## src/rtl/dpwm_pkg.sv

```systemverilog
// Shared widths, limits and state encoding for the DPWM comparator stage.
package dpwm_pkg;

    localparam int CNT_W      = 10;
    localparam int DUTY_MAX   = 1000;
    localparam int RESET_DUTY = 0;

    typedef enum logic [1:0] {
        IDLE      = 2'd0,
        WAIT_SYNC = 2'd1,
        RUN       = 2'd2
    } state_t;

endpackage

```

## src/rtl/dpwm_duty_buffer.sv

```systemverilog
// Double-buffered duty register: clamped shadow loaded through valid/ready,
// copied into the active register only at a period boundary.
module dpwm_duty_buffer
    import dpwm_pkg::*;
#(
    parameter int CNT_W      = dpwm_pkg::CNT_W,
    parameter int DUTY_MAX   = dpwm_pkg::DUTY_MAX,
    parameter int RESET_DUTY = dpwm_pkg::RESET_DUTY
) (
    input  logic             CLK,
    input  logic             reset,
    input  logic             wrap,
    input  logic [CNT_W-1:0] duty_in,
    input  logic             duty_valid,
    output logic             duty_ready,
    output logic [CNT_W-1:0] duty_active,
    output logic [CNT_W-1:0] duty_next
);

    localparam logic [CNT_W-1:0] MAX_V = CNT_W'(DUTY_MAX);
    localparam logic [CNT_W-1:0] RST_V = CNT_W'(RESET_DUTY);

    logic [CNT_W-1:0] shadow;
    logic             pending;
    logic             take;
    logic             load;

    // ready comes straight from the pending flop, never from duty_valid
    assign duty_ready = !pending;
    assign take       = duty_valid && !pending;
    assign load       = wrap && pending;
    assign duty_next  = load ? shadow : duty_active;

    always_ff @(posedge CLK) begin
        if (reset) begin
            shadow      <= RST_V;
            pending     <= 1'b0;
            duty_active <= RST_V;
        end else begin
            if (take) begin
                shadow  <= (duty_in > MAX_V) ? MAX_V : duty_in;
                pending <= 1'b1;
            end else if (load) begin
                pending <= 1'b0;
            end
            duty_active <= duty_next;
        end
    end

endmodule

```

## src/rtl/dpwm_comparador.sv

```systemverilog
// DPWM output stage: period-wrap detection, sync state machine and the
// count-versus-duty comparator driving a registered PWM output.
//
// state     | meaning
// IDLE      | disabled, output held low
// WAIT_SYNC | enabled, waiting for the next count wrap
// RUN       | output follows count < active duty
module dpwm_comparador
    import dpwm_pkg::*;
#(
    parameter int CNT_W      = dpwm_pkg::CNT_W,
    parameter int DUTY_MAX   = dpwm_pkg::DUTY_MAX,
    parameter int RESET_DUTY = dpwm_pkg::RESET_DUTY
) (
    input  logic             CLK,
    input  logic             reset,
    input  logic             enable,
    input  logic [CNT_W-1:0] cuenta,
    input  logic [CNT_W-1:0] duty_in,
    input  logic             duty_valid,
    output logic             duty_ready,
    output logic             pwm_out,
    output logic             period_start,
    output logic [CNT_W-1:0] duty_active,
    output logic             sync_ok
);

    state_t           state;
    state_t           state_nxt;
    logic [CNT_W-1:0] cuenta_q;
    logic [CNT_W-1:0] duty_next;
    logic             wrap;
    logic             pwm_d;

    assign wrap    = cuenta < cuenta_q;
    assign sync_ok = (state == RUN);

    dpwm_duty_buffer #(
        .CNT_W      (CNT_W),
        .DUTY_MAX   (DUTY_MAX),
        .RESET_DUTY (RESET_DUTY)
    ) u_buf (
        .CLK         (CLK),
        .reset       (reset),
        .wrap        (wrap),
        .duty_in     (duty_in),
        .duty_valid  (duty_valid),
        .duty_ready  (duty_ready),
        .duty_active (duty_active),
        .duty_next   (duty_next)
    );

    // Output is computed for the state being entered, so the sample that
    // moves WAIT_SYNC into RUN (count 0) already produces a full period.
    always_comb begin
        state_nxt = state;
        pwm_d     = 1'b0;
        if (!enable) begin
            state_nxt = IDLE;
        end else begin
            case (state)
                IDLE:      state_nxt = WAIT_SYNC;
                WAIT_SYNC: if (wrap) state_nxt = RUN;
                RUN:       state_nxt = RUN;
                default:   state_nxt = IDLE;
            endcase
        end
        if (state_nxt == RUN)
            pwm_d = cuenta < duty_next;
    end

    always_ff @(posedge CLK) begin
        if (reset) begin
            state        <= IDLE;
            cuenta_q     <= '0;
            pwm_out      <= 1'b0;
            period_start <= 1'b0;
        end else begin
            state        <= state_nxt;
            cuenta_q     <= cuenta;
            pwm_out      <= pwm_d;
            period_start <= wrap;
        end
    end

endmodule

```

## config.mk

```make
export PLATFORM = sky130hd
export DESIGN_NAME = dpwm_comparador
export DESIGN_NICKNAME = d
export VERILOG_FILES = /design/src/rtl/dpwm_pkg.sv /design/src/rtl/dpwm_duty_buffer.sv /design/src/rtl/dpwm_comparador.sv
export SDC_FILE = /design/constraint.sdc
export NUM_CORES = 1
export LEC_CHECK = 0
export BUFFER_PORTS_ARGS = -buffer_cell sky130_fd_sc_hd__buf_2
export CAP_MARGIN = 20
export CORE_MARGIN = 2
export CORE_UTILIZATION = 50
export CTS_BUF_LIST = sky130_fd_sc_hd__clkbuf_4
export CTS_CLUSTER_SIZE = 20
export DETAILED_ROUTE_END_ITERATION = 12
export PLACE_DENSITY = 0.82
export SLEW_MARGIN = 20
export SYNTH_ARGS = -nofsm -noshare
export SYNTH_HDL_FRONTEND = slang
export SYNTH_SLANG_ARGS = --single-unit
```

## constraint.sdc

```tcl
create_clock -name CLK -period 2.35 [get_ports CLK]
set_input_delay 0.1175 -clock CLK [delete_from_list [all_inputs] [get_ports CLK]]
set_output_delay 0.1175 -clock CLK [all_outputs]
set_load 0.02 [all_outputs]
```

==> flow_summary.ini <==
[status]
status = finished, violations left
violations = negative setup slack

[critical_path]
cpMaxStageDelayCell = dfxtp_2
crit_path_end_kind = register
crit_required_ns = 2.60
crit_chain = inv_2 > ha_4 > a211oi_2 > o211a_1 > a21boi_4 > clkbuf_16 > nand3_2 > and2_4 > ha_1 > nand4_1 > nor2_2 > buf_4 > nand2_1 > a31oi_1 > a211oi_1
r2r_start = cuenta_q[7]
worst_ep_arrival_time_ns = 3.05
crit_path_start_kind = register
critPathBufInv = 3
path_delay_family = compound AO/OA/AOI/OAI gates
worst-setup-path-type = reg2reg
crit_start = cuenta_q[7]
path_max_fanout = 5
cpPeakStageDelay_ns = 0.34

[global_routing]
antenna_found_initial = 0
grt_usage = 0.235
grt_pass1_vias = 1675
overflow = 0
grt_pass1_wl_um = 7400
grt_max_degree = 34

[logic_synthesis]
yosysUniqueCellTypes = 36
yosysTopAreaCell = dfxtp_1
synth_top_cell_area_share = 0.386
yosys_warnings = 0
async_flop_share = 0
ys_top_cells_by_count = dfxtp_1, a21oi_1, ha_1
ys_top_cells_by_area = dfxtp_1, ha_1, a21oi_1
syn_area_per_cell_um2 = 9.06
ys_seq_area_frac = 0.386
synth_nets = 242
synth_edf_count = 0
synth_flop_cell = dfxtp_1
synth_cells = 200
syn_area_um2 = 1810
ys_ff_latch = 35
yosysMostFrequentCell = dfxtp_1

[power]
total_power_mw = 1.41
p_leak_nw = 1.11
power.density_nw_per_um2 = 529
irDropWorstVdd_mv = 0.447

[route]
post_drt_wl_per_cell_um = 16.2
ant_nets = 0
wl_um = 5250
wl_met3_um = 216
drt_iter0_markers = 85
num_vias = 1779
drtPass1Iterations = 4
highest_layer = met4
viasPerCell = 5.49
routedLengthMet1_um = 2080
drcViolationCount = 0
wl_met2_um = 2820

[clock_tree]
cts.sinks = 35
htreeDepth = 2
cts_max_path_buffers = 2
clock_latency_ns = 0.37
clk_pin_slew_ns = 0.12
cts_tree = built
cts_root_buf = clkbuf_4
cts_buffers = 5

[layout]
final_nets = 319
syn_to_final_growth_pct = 46.6
regArea_um2 = 707
multi_input_area_um2 = 1210
nFillCells = 216
postLayoutCellArea_um2 = 2660
drive_gt1_frac = 0.475
final_util = 0.778
fin_cells = 324
n_antenna_cell = 0

[sta]
worst_slack_ns = -0.444
period_share = 1.19
slew_headroom = 0.594
setup_viol = 1
tns_ns = -0.444
hold_viol_final = 0
fin_hold_ws_ns = 0.00601
skew_ns = 0.0170
grt_setup_unrepaired = yes
worst_pin_slew_ns = 0.609
drv_slew = 0
period_needed_ns = 2.79
max_freq_mhz = 358

[job]
max-cap-violations = 0

[floorplanning]
rows = 21
core_um2 = 3420
die_y_um = 64.2
dieWidth_um = 64.2
ios = 38
die_area_um2 = 4120
start_util = 0.531

[place]
dp.cells = 306
place_ws_ns = -0.343
routabilityCongestion = 0.810
portBuffers = 37
dp_hpwl_um = 3190
place_area_um2 = 2270

[min_path]
holdCritStartpoint = duty_in[1]
hold_class = in2reg
## sequential cells by signal (all words and copies together) (netlist names)
register	count
pwm_out	1
u_buf.pending	1
state	2
period_start	1
u_buf.duty_active	10
u_buf.shadow	10
cuenta_q	10
## where the power goes
group / total [mW] / internal (mW) / switching [mW]
logic: 0.317 / 0.157 / 0.160
clock network: 0.450 / 0.224 / 0.226
registers: 0.641 / 0.623 / 0.0181
## logic make-up (layout without fill, tap and decap cells)
kind of cell / Yosys count / after routing / synth area share
compound gates: 56 / 56 / 0.207
simple gates: 71 / 71 / 0.228
flops: 35 / 35 / 0.386
fa+ha+maj: 18 / 18 / 0.124
buf+inv: 20 / 98 / 0.0538
## metal layers
layer  vias up  GRT usage
met2        60      0.406
met1       845      0.274
met5         -          0
met4         0      0.136
li1        859          -
met3        15     0.0370
## path summary, 6_finish.rpt
| path | slack (ns) | depth (start not counted) | to |
|---|---|---|---|
| worst max register to register | -0.44 | 15 | pwm_out |
| worst max-delay path | -0.44 | 15 | pwm_out |
| worst min-delay path | 0.006 | 3 | u_buf.shadow[1] |
| worst min register to register | 0.47 | 2 | u_buf.shadow[5] |
## worst reg2reg max path: cells and delay by family (launching register included)
family | cells | cell delay, ns
AO/OA/AOI/OAI | 5 | 0.95
AND/OR/NAND/NOR | 5 | 0.54
adder cells (fa/ha/maj) | 2 | 0.48
buffers and inverters | 3 | 0.36
flip-flops | 1 | 0.34
## cells in the final DEF, fill, tap and decap left out, drive strengths merged
master,synthesis,routed
dlygate4sd3,0,7
o211a,1,1
nor2b,15,15
a221oi,1,1
bufinv,0,1
o2111ai,1,1
nand3b,1,1
ha,18,18
o21ai,16,16
nand2,15,15
inv,12,12
o21a,2,2
nand2b,3,3
and2,9,9
a311oi,1,1
nor2,9,9
and2b,1,1
or3,1,1
nand3,12,12
clkinv,0,2
nand4,4,4
a21o,1,1
a22oi,3,3
a211oi,6,6
buf,3,70
a21oi,20,20
clkbuf,5,6
a21boi,1,1
a31oi,2,2
and3,1,1
dfxtp,35,35
a21bo,1,1
## area by class of cell
class,count,share of cell area
multi-input combinational,145,0.457
tap,46,0.0217
clock buffer,5,0.0141
timing repair buffer,78,0.208
sequential,35,0.266
inverter,12,0.0169
clock inverter,3,0.0165
## what timing repair did
| item | 4_1_cts | 5_1_grt |
|---|---|---|
| pin swaps | 3 | 14 |
| hold endpoints to repair | 5 | 2 |
| gates cloned | 0 | 1 |
| hold buffers | 5 | 2 |
| resized for setup | 7 | 33 |
| setup endpoints to repair | 1 | 1 |
| buffers inserted | 0 | 2 |
Note: power is estimated with default switching activity, not from simulation.
